--- src/rtl/cache_refill_arbiter_if.sv ---
// cache_refill_arbiter_if
//   Bundles the three sides of the refill arbiter into one interface:
//   - I-cache refill side : iIReq/iIAddr in, oIGnt/oIValid/oIData/oIDone out
//   - D-cache side        : iDReq/iDWe/iDAddr/iDWData in,
//                           oDGnt/oDValid/oDRData/oDDone out
//   - memory port         : oMReq/oMWe/oMAddr/oMWData out, iMAck/iMRData in
//   The arbiter connects through the slave modport; whatever drives the
//   requests and models memory (caches, memory controller, bench) uses master.
interface cache_refill_arbiter_if #(
    parameter int ADDR_W = 30
);
    logic              iIReq;
    logic [ADDR_W-1:0] iIAddr;
    logic              oIGnt;
    logic              oIValid;
    logic [31:0]       oIData;
    logic              oIDone;

    logic              iDReq;
    logic              iDWe;
    logic [ADDR_W-1:0] iDAddr;
    logic [31:0]       iDWData;
    logic              oDGnt;
    logic              oDValid;
    logic [31:0]       oDRData;
    logic              oDDone;

    logic              oMReq;
    logic              oMWe;
    logic [ADDR_W-1:0] oMAddr;
    logic [31:0]       oMWData;
    logic              iMAck;
    logic [31:0]       iMRData;

    modport slave (
        input  iIReq, iIAddr,
        output oIGnt, oIValid, oIData, oIDone,
        input  iDReq, iDWe, iDAddr, iDWData,
        output oDGnt, oDValid, oDRData, oDDone,
        output oMReq, oMWe, oMAddr, oMWData,
        input  iMAck, iMRData
    );

    modport master (
        output iIReq, iIAddr,
        input  oIGnt, oIValid, oIData, oIDone,
        output iDReq, iDWe, iDAddr, iDWData,
        input  oDGnt, oDValid, oDRData, oDDone,
        input  oMReq, oMWe, oMAddr, oMWData,
        output iMAck, iMRData
    );
endinterface

--- src/rtl/cache_refill_arbiter.sv ---
// cache_refill_arbiter
//   Shares one backing-memory port between the I-cache refill path and the
//   D-cache refill/write-back path. Whole bursts of BURST_LEN words are
//   arbitrated round-robin; the granted burst is sequenced beat by beat over
//   a req/ack memory handshake, always walking the aligned block from its
//   first word.
// Ports:
//   iCLK  - clock, all state on the rising edge
//   iRST  - asynchronous active-low reset
//   bus   - cache_refill_arbiter_if.slave (I side, D side, memory port)
module cache_refill_arbiter #(
    parameter int BURST_LEN = 4,
    parameter int ADDR_W    = 30
) (
    input  logic                   iCLK,
    input  logic                   iRST,
    cache_refill_arbiter_if.slave  bus
);
    localparam int CntW  = $clog2(BURST_LEN);
    localparam int BaseW = ADDR_W - CntW;

    typedef enum logic [1:0] {IDLE, REQ, GAP, DONE} stateT;

    stateT             state, nextState;
    logic              own, nextOwn;      // 1 = D side owns the burst
    logic              last, nextLast;    // side served most recently, 1 = D
    logic [CntW-1:0]   cnt, nextCnt;
    logic [BaseW-1:0]  base, nextBase;    // block base, low bits implied zero
    logic              grantD;

    logic              nIGnt, nIValid, nIDone;
    logic              nDGnt, nDValid, nDDone;
    logic              nMReq, nMWe;
    logic [ADDR_W-1:0] nMAddr;
    logic [31:0]       nIData, nDRData;

    // Word offsets inside the block are replaced by the beat counter.
    logic              unusedAddrBits;
    assign unusedAddrBits = ^{bus.iIAddr[CntW-1:0], bus.iDAddr[CntW-1:0]};

    // State register: control state plus every registered output. Reset
    // abandons any beat in flight and makes I win the first tie.
    always_ff @(posedge iCLK or negedge iRST) begin
        if (!iRST) begin
            state       <= IDLE;
            own         <= 1'b0;
            last        <= 1'b1;
            cnt         <= '0;
            base        <= '0;
            bus.oIGnt   <= 1'b0;
            bus.oIValid <= 1'b0;
            bus.oIDone  <= 1'b0;
            bus.oIData  <= '0;
            bus.oDGnt   <= 1'b0;
            bus.oDValid <= 1'b0;
            bus.oDDone  <= 1'b0;
            bus.oDRData <= '0;
            bus.oMReq   <= 1'b0;
            bus.oMWe    <= 1'b0;
            bus.oMAddr  <= '0;
        end else begin
            state       <= nextState;
            own         <= nextOwn;
            last        <= nextLast;
            cnt         <= nextCnt;
            base        <= nextBase;
            bus.oIGnt   <= nIGnt;
            bus.oIValid <= nIValid;
            bus.oIDone  <= nIDone;
            bus.oIData  <= nIData;
            bus.oDGnt   <= nDGnt;
            bus.oDValid <= nDValid;
            bus.oDDone  <= nDDone;
            bus.oDRData <= nDRData;
            bus.oMReq   <= nMReq;
            bus.oMWe    <= nMWe;
            bus.oMAddr  <= nMAddr;
        end
    end

    // Next-state logic. On a tie the side opposite the last one served wins;
    // requests arriving mid-burst simply wait for the next IDLE cycle.
    always_comb begin
        nextState = state;
        nextOwn   = own;
        nextLast  = last;
        nextCnt   = cnt;
        nextBase  = base;
        grantD    = 1'b0;
        unique case (state)
            IDLE: begin
                if (bus.iIReq || bus.iDReq) begin
                    grantD    = bus.iDReq && (!bus.iIReq || !last);
                    nextOwn   = grantD;
                    nextLast  = grantD;
                    nextCnt   = '0;
                    nextBase  = grantD ? bus.iDAddr[ADDR_W-1:CntW]
                                       : bus.iIAddr[ADDR_W-1:CntW];
                    nextState = REQ;
                end
            end
            REQ: begin
                if (bus.iMAck) begin
                    nextState = GAP;
                end
            end
            GAP: begin
                if (cnt == CntW'(BURST_LEN - 1)) begin
                    nextState = DONE;
                end else begin
                    nextCnt   = cnt + 1'b1;
                    nextState = REQ;
                end
            end
            DONE: begin
                nextState = IDLE;
            end
            default: begin
                nextState = IDLE;
            end
        endcase
    end

    // Output logic: computes the values the output registers take on the
    // next edge, so every handshake output lines up with the state it
    // belongs to. Read data is captured only on an acked beat.
    always_comb begin
        nMReq   = (nextState == REQ);
        nMWe    = nMReq && nextOwn && bus.iDWe;
        nMAddr  = nMReq ? {nextBase, nextCnt} : '0;
        nIGnt   = (nextState != IDLE) && !nextOwn;
        nDGnt   = (nextState != IDLE) && nextOwn;
        nIValid = (nextState == GAP) && !nextOwn;
        nDValid = (nextState == GAP) && nextOwn;
        nIDone  = (nextState == DONE) && !nextOwn;
        nDDone  = (nextState == DONE) && nextOwn;
        nIData  = bus.oIData;
        nDRData = bus.oDRData;
        if (state == REQ && bus.iMAck) begin
            if (own) begin
                nDRData = bus.iMRData;
            end else begin
                nIData = bus.iMRData;
            end
        end
    end

    // Write data passes straight through so the requester can present the
    // next word during GAP without an extra register stage.
    assign bus.oMWData = (state == REQ && own && bus.iDWe) ? bus.iDWData : '0;

endmodule

--- src/flat_wrapper.sv ---
// flat-port wrapper written by rule: the top's interface ports become plain ports
module cache_refill_arbiter_flat 
#(
    parameter int BURST_LEN = 4,
    parameter int ADDR_W    = 30
)
  (iCLK, iRST, bus_iIReq, bus_iIAddr, bus_oIGnt, bus_oIValid, bus_oIData, bus_oIDone, bus_iDReq, bus_iDWe, bus_iDAddr, bus_iDWData, bus_oDGnt, bus_oDValid, bus_oDRData, bus_oDDone, bus_oMReq, bus_oMWe, bus_oMAddr, bus_oMWData, bus_iMAck, bus_iMRData);
  cache_refill_arbiter_if #(.ADDR_W(ADDR_W)) bus_i ();
  input  logic iCLK;
  input  logic iRST;
  input wire logic [$bits(bus_i.iIReq)-1:0] bus_iIReq;
  input wire logic [$bits(bus_i.iIAddr)-1:0] bus_iIAddr;
  output wire logic [$bits(bus_i.oIGnt)-1:0] bus_oIGnt;
  output wire logic [$bits(bus_i.oIValid)-1:0] bus_oIValid;
  output wire logic [$bits(bus_i.oIData)-1:0] bus_oIData;
  output wire logic [$bits(bus_i.oIDone)-1:0] bus_oIDone;
  input wire logic [$bits(bus_i.iDReq)-1:0] bus_iDReq;
  input wire logic [$bits(bus_i.iDWe)-1:0] bus_iDWe;
  input wire logic [$bits(bus_i.iDAddr)-1:0] bus_iDAddr;
  input wire logic [$bits(bus_i.iDWData)-1:0] bus_iDWData;
  output wire logic [$bits(bus_i.oDGnt)-1:0] bus_oDGnt;
  output wire logic [$bits(bus_i.oDValid)-1:0] bus_oDValid;
  output wire logic [$bits(bus_i.oDRData)-1:0] bus_oDRData;
  output wire logic [$bits(bus_i.oDDone)-1:0] bus_oDDone;
  output wire logic [$bits(bus_i.oMReq)-1:0] bus_oMReq;
  output wire logic [$bits(bus_i.oMWe)-1:0] bus_oMWe;
  output wire logic [$bits(bus_i.oMAddr)-1:0] bus_oMAddr;
  output wire logic [$bits(bus_i.oMWData)-1:0] bus_oMWData;
  input wire logic [$bits(bus_i.iMAck)-1:0] bus_iMAck;
  input wire logic [$bits(bus_i.iMRData)-1:0] bus_iMRData;
  assign bus_i.iIReq = bus_iIReq;
  assign bus_i.iIAddr = bus_iIAddr;
  assign bus_oIGnt = bus_i.oIGnt;
  assign bus_oIValid = bus_i.oIValid;
  assign bus_oIData = bus_i.oIData;
  assign bus_oIDone = bus_i.oIDone;
  assign bus_i.iDReq = bus_iDReq;
  assign bus_i.iDWe = bus_iDWe;
  assign bus_i.iDAddr = bus_iDAddr;
  assign bus_i.iDWData = bus_iDWData;
  assign bus_oDGnt = bus_i.oDGnt;
  assign bus_oDValid = bus_i.oDValid;
  assign bus_oDRData = bus_i.oDRData;
  assign bus_oDDone = bus_i.oDDone;
  assign bus_oMReq = bus_i.oMReq;
  assign bus_oMWe = bus_i.oMWe;
  assign bus_oMAddr = bus_i.oMAddr;
  assign bus_oMWData = bus_i.oMWData;
  assign bus_i.iMAck = bus_iMAck;
  assign bus_i.iMRData = bus_iMRData;
  cache_refill_arbiter #(.BURST_LEN(BURST_LEN), .ADDR_W(ADDR_W)) u_core (.iCLK(iCLK), .iRST(iRST), .bus(bus_i));
endmodule
--- config.mk ---
export PLATFORM = sky130hd
export DESIGN_NAME = cache_refill_arbiter_flat
export DESIGN_NICKNAME = d
export VERILOG_FILES = /design/src/rtl/cache_refill_arbiter_if.sv /design/src/rtl/cache_refill_arbiter.sv /design/src/flat_wrapper.sv
export SDC_FILE = /design/constraint.sdc
export NUM_CORES = 1
export LEC_CHECK = 0
export CAP_MARGIN = 10
export CORE_MARGIN = 5
export CORE_UTILIZATION = 37
export CTS_BUF_LIST = sky130_fd_sc_hd__clkbuf_16
export DETAILED_ROUTE_END_ITERATION = 8
export PLACE_DENSITY = 0.72
export SLEW_MARGIN = 20
export SYNTH_ARGS = -nofsm -noshare
export SYNTH_HDL_FRONTEND = slang
export SYNTH_SLANG_ARGS = --single-unit
--- constraint.sdc ---
create_clock -name iCLK -period 1.8 [get_ports iCLK]
set_clock_uncertainty 0.2 [all_clocks]
set_input_delay 0.36 -clock iCLK [delete_from_list [all_inputs] [get_ports iCLK]]
set_output_delay 0.36 -clock iCLK [all_outputs]
set_load 0.01 [all_outputs]
==> impl_results.md <==
- Clock Tree Buf Depth: 2
- Area of the die: 17,800 µm²
- Final hold vios: 0
- CTS tree: built
- Iteration count of the initial detailed-routing pass: 4
- Final GP Congestion: 0.896
- Register-to-Register Path Depth: 9
- Status: finished, violations left
- Crit Path Category: reg2out
- Ports: 264
- Diodes inserted: 0
- Slew HR: 75.1%
- Worst Path Max Fanout: 8
- Failing checks: negative setup slack
- Setup violations, final: 128
- Synthesized area per cell: 13.9 µm²
- FF-to-FF Start: u_core.state[1]$_DFF_PN0_
- Cts bufs inserted: 17
- Fill count: 1,060
- Gr usage total: 19.7%
- Post-synthesis simple-gate area fraction: 15.1%
- Mapped Nets: 535
- Total global routing overflow: 0
- Crit share post-route: 122%
- Placed Cells: 863
- WP data required: 1.24 ns
- Max VDD drop: 0.710 mV
- Worst Hold Class: in2async
- Routing usage on met1: 22.0%
- Vias per std cell: 4.92
- Nets: 855
- Clk slew on worst S/H paths: 0.06 ns
- H-tree Lvls: 4
- Routed WL: 19,100 µm
- Placed cell area: 8650 µm²
- Compound-Gate Fraction of Synth Area: 6.41%
- Initial DRC count: 164
- Routed len/inst: 20.6 µm
- Endpoint class of the critical path: output pin
- Initial antenna violation count: 0
- Max cap viols: 0
- GR Layer Usage met2: 34.4%
- # DRC: 0
- RSZ-0062 raised after global routing: yes
- Synth cell types: 36
- Syn. warnings: 0
- Finished Cell Area: 10,300 µm²
- Crit path time final: 2.20 ns
- Primary FF master, synth: dfrtp_1
- Final design utilization: 68.6%
- Share of layout cells above drive strength 1: 41.5%
- Pin count of the biggest net entering global routing: 42
- Sequential area share after synthesis: 60.3%
- Total chip power: 16.5 mW
- CTS Sinks: 136
- Global-route wire length before repair: 27,200 µm
- Yosys reg bits: 136
- DPL Wire Length: 12,000 µm
- Cells after synthesis: 405
- Critical path startpoint category: register
- Setup TNS: -25.88 ns
- Largest family of logic cells by synthesized area: simple AND/OR/NAND/NOR gates
- Tightest Pin Transition: 0.374 ns
- Mapped Area: 5640 µm²
- Async SR Flop Fraction: 100%
- Chip Width: 133 µm
- Met3 Use GR: 6.50%
- Row Count: 45
- GR peak layer: met2
- Post-synthesis adder-cell area fraction: 0%
- Layout Area Growth over Synthesis: 83.4%
- Core area: 15,100 µm²
- Mux contribution to synthesized area: 14.7%
- Number of global-route vias before repair: 5,014
- Leakage power figure: 4.69 nW
- Max frequency: 455 MHz
- P per Cell Area: 1600 nW/µm²
- Starting Density: 37.4%
- Die height: 133 µm
- Routed Antenna Nets: 0
- Setup ws final: -0.396 ns
- Worst hold slack: 0.215 ns
- Root Buffer Master: clkbuf_16
- Port bufs: 259
- Final Slew Violations: 0
- Number of synthesized flops with an enable pin: 0
- Worst-Skew Late Latency: 0.42 ns
- Crit path from: u_core.state[0]$_DFF_PN0_
- Post-synthesis xor/xnor area fraction: 0%
- WP data arrival: 1.64 ns
- Post-Layout Cell Count: 925
- Pre-CTS WS: -0.660 ns
- Total number of vias: 4,552
-- final timing paths --
check / end / slack [ns]
worst max-delay path: bus_oMWData[18] / -0.40
worst min-delay path: u_core.bus.oIData[15]$_DFFE_PN0P_ / 0.22
worst max register to register: u_core.bus.oMAddr[10]$_DFF_PN0_ / -0.37
worst min register to register: u_core.bus.oDRData[31]$_DFFE_PN0P_ / 0.30
max in group asynchronous: u_core.bus.oMAddr[8]$_DFF_PN0_ / 0.63
min in group iCLK: u_core.bus.oDRData[31]$_DFFE_PN0P_ / 0.30
-- worst max-delay path: stages, from the launching register on --
cell and delay [ns]:
dfrtp_1 0.36, inv_2 0.06, nor2_4 0.12, and3_4 0.22, buf_12 0.12, buf_16 0.11
and2_4 0.13, buf_6 0.09
-- registers in the layout, summed over array words and instances (netlist names), 2 cells and up --
name / flops
u_core.cnt: 2
u_core.bus.oIData: 32
u_core.base: 28
u_core.bus.oMAddr: 30
u_core.state: 2
u_core.bus.oDRData: 32
-- placed cells by master (no fill, tap or decap), types with 4 or more instances in the layout --
master / synthesis / final
dfrtp_1: 135 / 135
clkdlybuf4s50_1: 0 / 124
dlygate4sd2_1: 0 / 102
mux2_4: 29 / 60
nor2_1: 62 / 31
o22ai_4: 0 / 28
buf_6: 12 / 27
buf_4: 1 / 27
clkbuf_16: 0 / 22
nor2_4: 2 / 21
nor3_4: 1 / 20
and2_4: 0 / 17
and2_1: 33 / 16
buf_2: 5 / 15
buf_12: 0 / 14
nor2_2: 1 / 13
nor3_2: 20 / 9
buf_16: 0 / 6
inv_1: 2 / 4
mux2_2: 6 / 4
clkinv_2: 0 / 4
-- routing by layer --
metal | vias up | routed length, µm
met5 | - | 0
met4 | 0 | 510
met3 | 35 | 1530
met2 | 212 | 10000
met1 | 2262 | 7020
li1 | 2043 | -
-- repair_timing --
| action | 4_1_cts | 5_1_grt |
|---|---|---|
| setup endpoints to repair | 168 | 127 |
| hold buffers | 1 | 0 |
| pin swaps | 30 | 15 |
| endpoints found under the hold margin | 67 | 0 |
| gates cloned | 8 | 6 |
| setup buffers | 10 | 9 |
| gates resized for setup | 307 | 140 |
-- Yosys cell counts (2+ instances only) --
cell | number | share of area [%]
nand3_1 | 2 | 0.18
inv_2 | 2 | 0.13
inv_1 | 2 | 0.13
mux2_4 | 29 | 7.7
mux2_1 | 29 | 5.8
nor3_2 | 20 | 3.5
clkbuf_2 | 3 | 0.27
o21ai_0 | 4 | 0.35
buf_2 | 5 | 0.44
nor2_4 | 2 | 0.40
mux2_2 | 6 | 1.2
o22ai_2 | 20 | 4.4
o22ai_1 | 8 | 0.89
and3_1 | 2 | 0.22
nor3_1 | 8 | 0.71
dfrtp_1 | 135 | 60
and2_1 | 33 | 3.7
buf_6 | 12 | 2.4
nor2_1 | 62 | 4.1
nand2_1 | 3 | 0.20
a21oi_1 | 3 | 0.27
-- power by group --
group / leakage [nW] / internal (mW) / switching, mW
Combinational: 2.79 / 4.44 / 3.49
Sequential: 1.62 / 4.53 / 0.838
Clock: 0.278 / 1.99 / 1.23
-- cell families after synthesis --
logic type / after synthesis
compound gates: 38
buf+inv: 25
flops: 136
mux: 64
simple gates: 142
-- final cells by class --
| class | instances | area, µm² | area share (%) |
|---|---|---|---|
| Tap cell | 188 | 235 | 2.27 |
| Inverter | 4 | 15.0 | 0.145 |
| Clock buffer | 17 | 425 | 4.11 |
| Timing Repair Buffer | 322 | 3310 | 32.0 |
| Sequential cell | 136 | 3400 | 32.9 |
| Multi-Input combinational cell | 244 | 2840 | 27.4 |
| Clock inverter | 14 | 119 | 1.15 |
No activity file was read; power rests on OpenSTA's default activity.
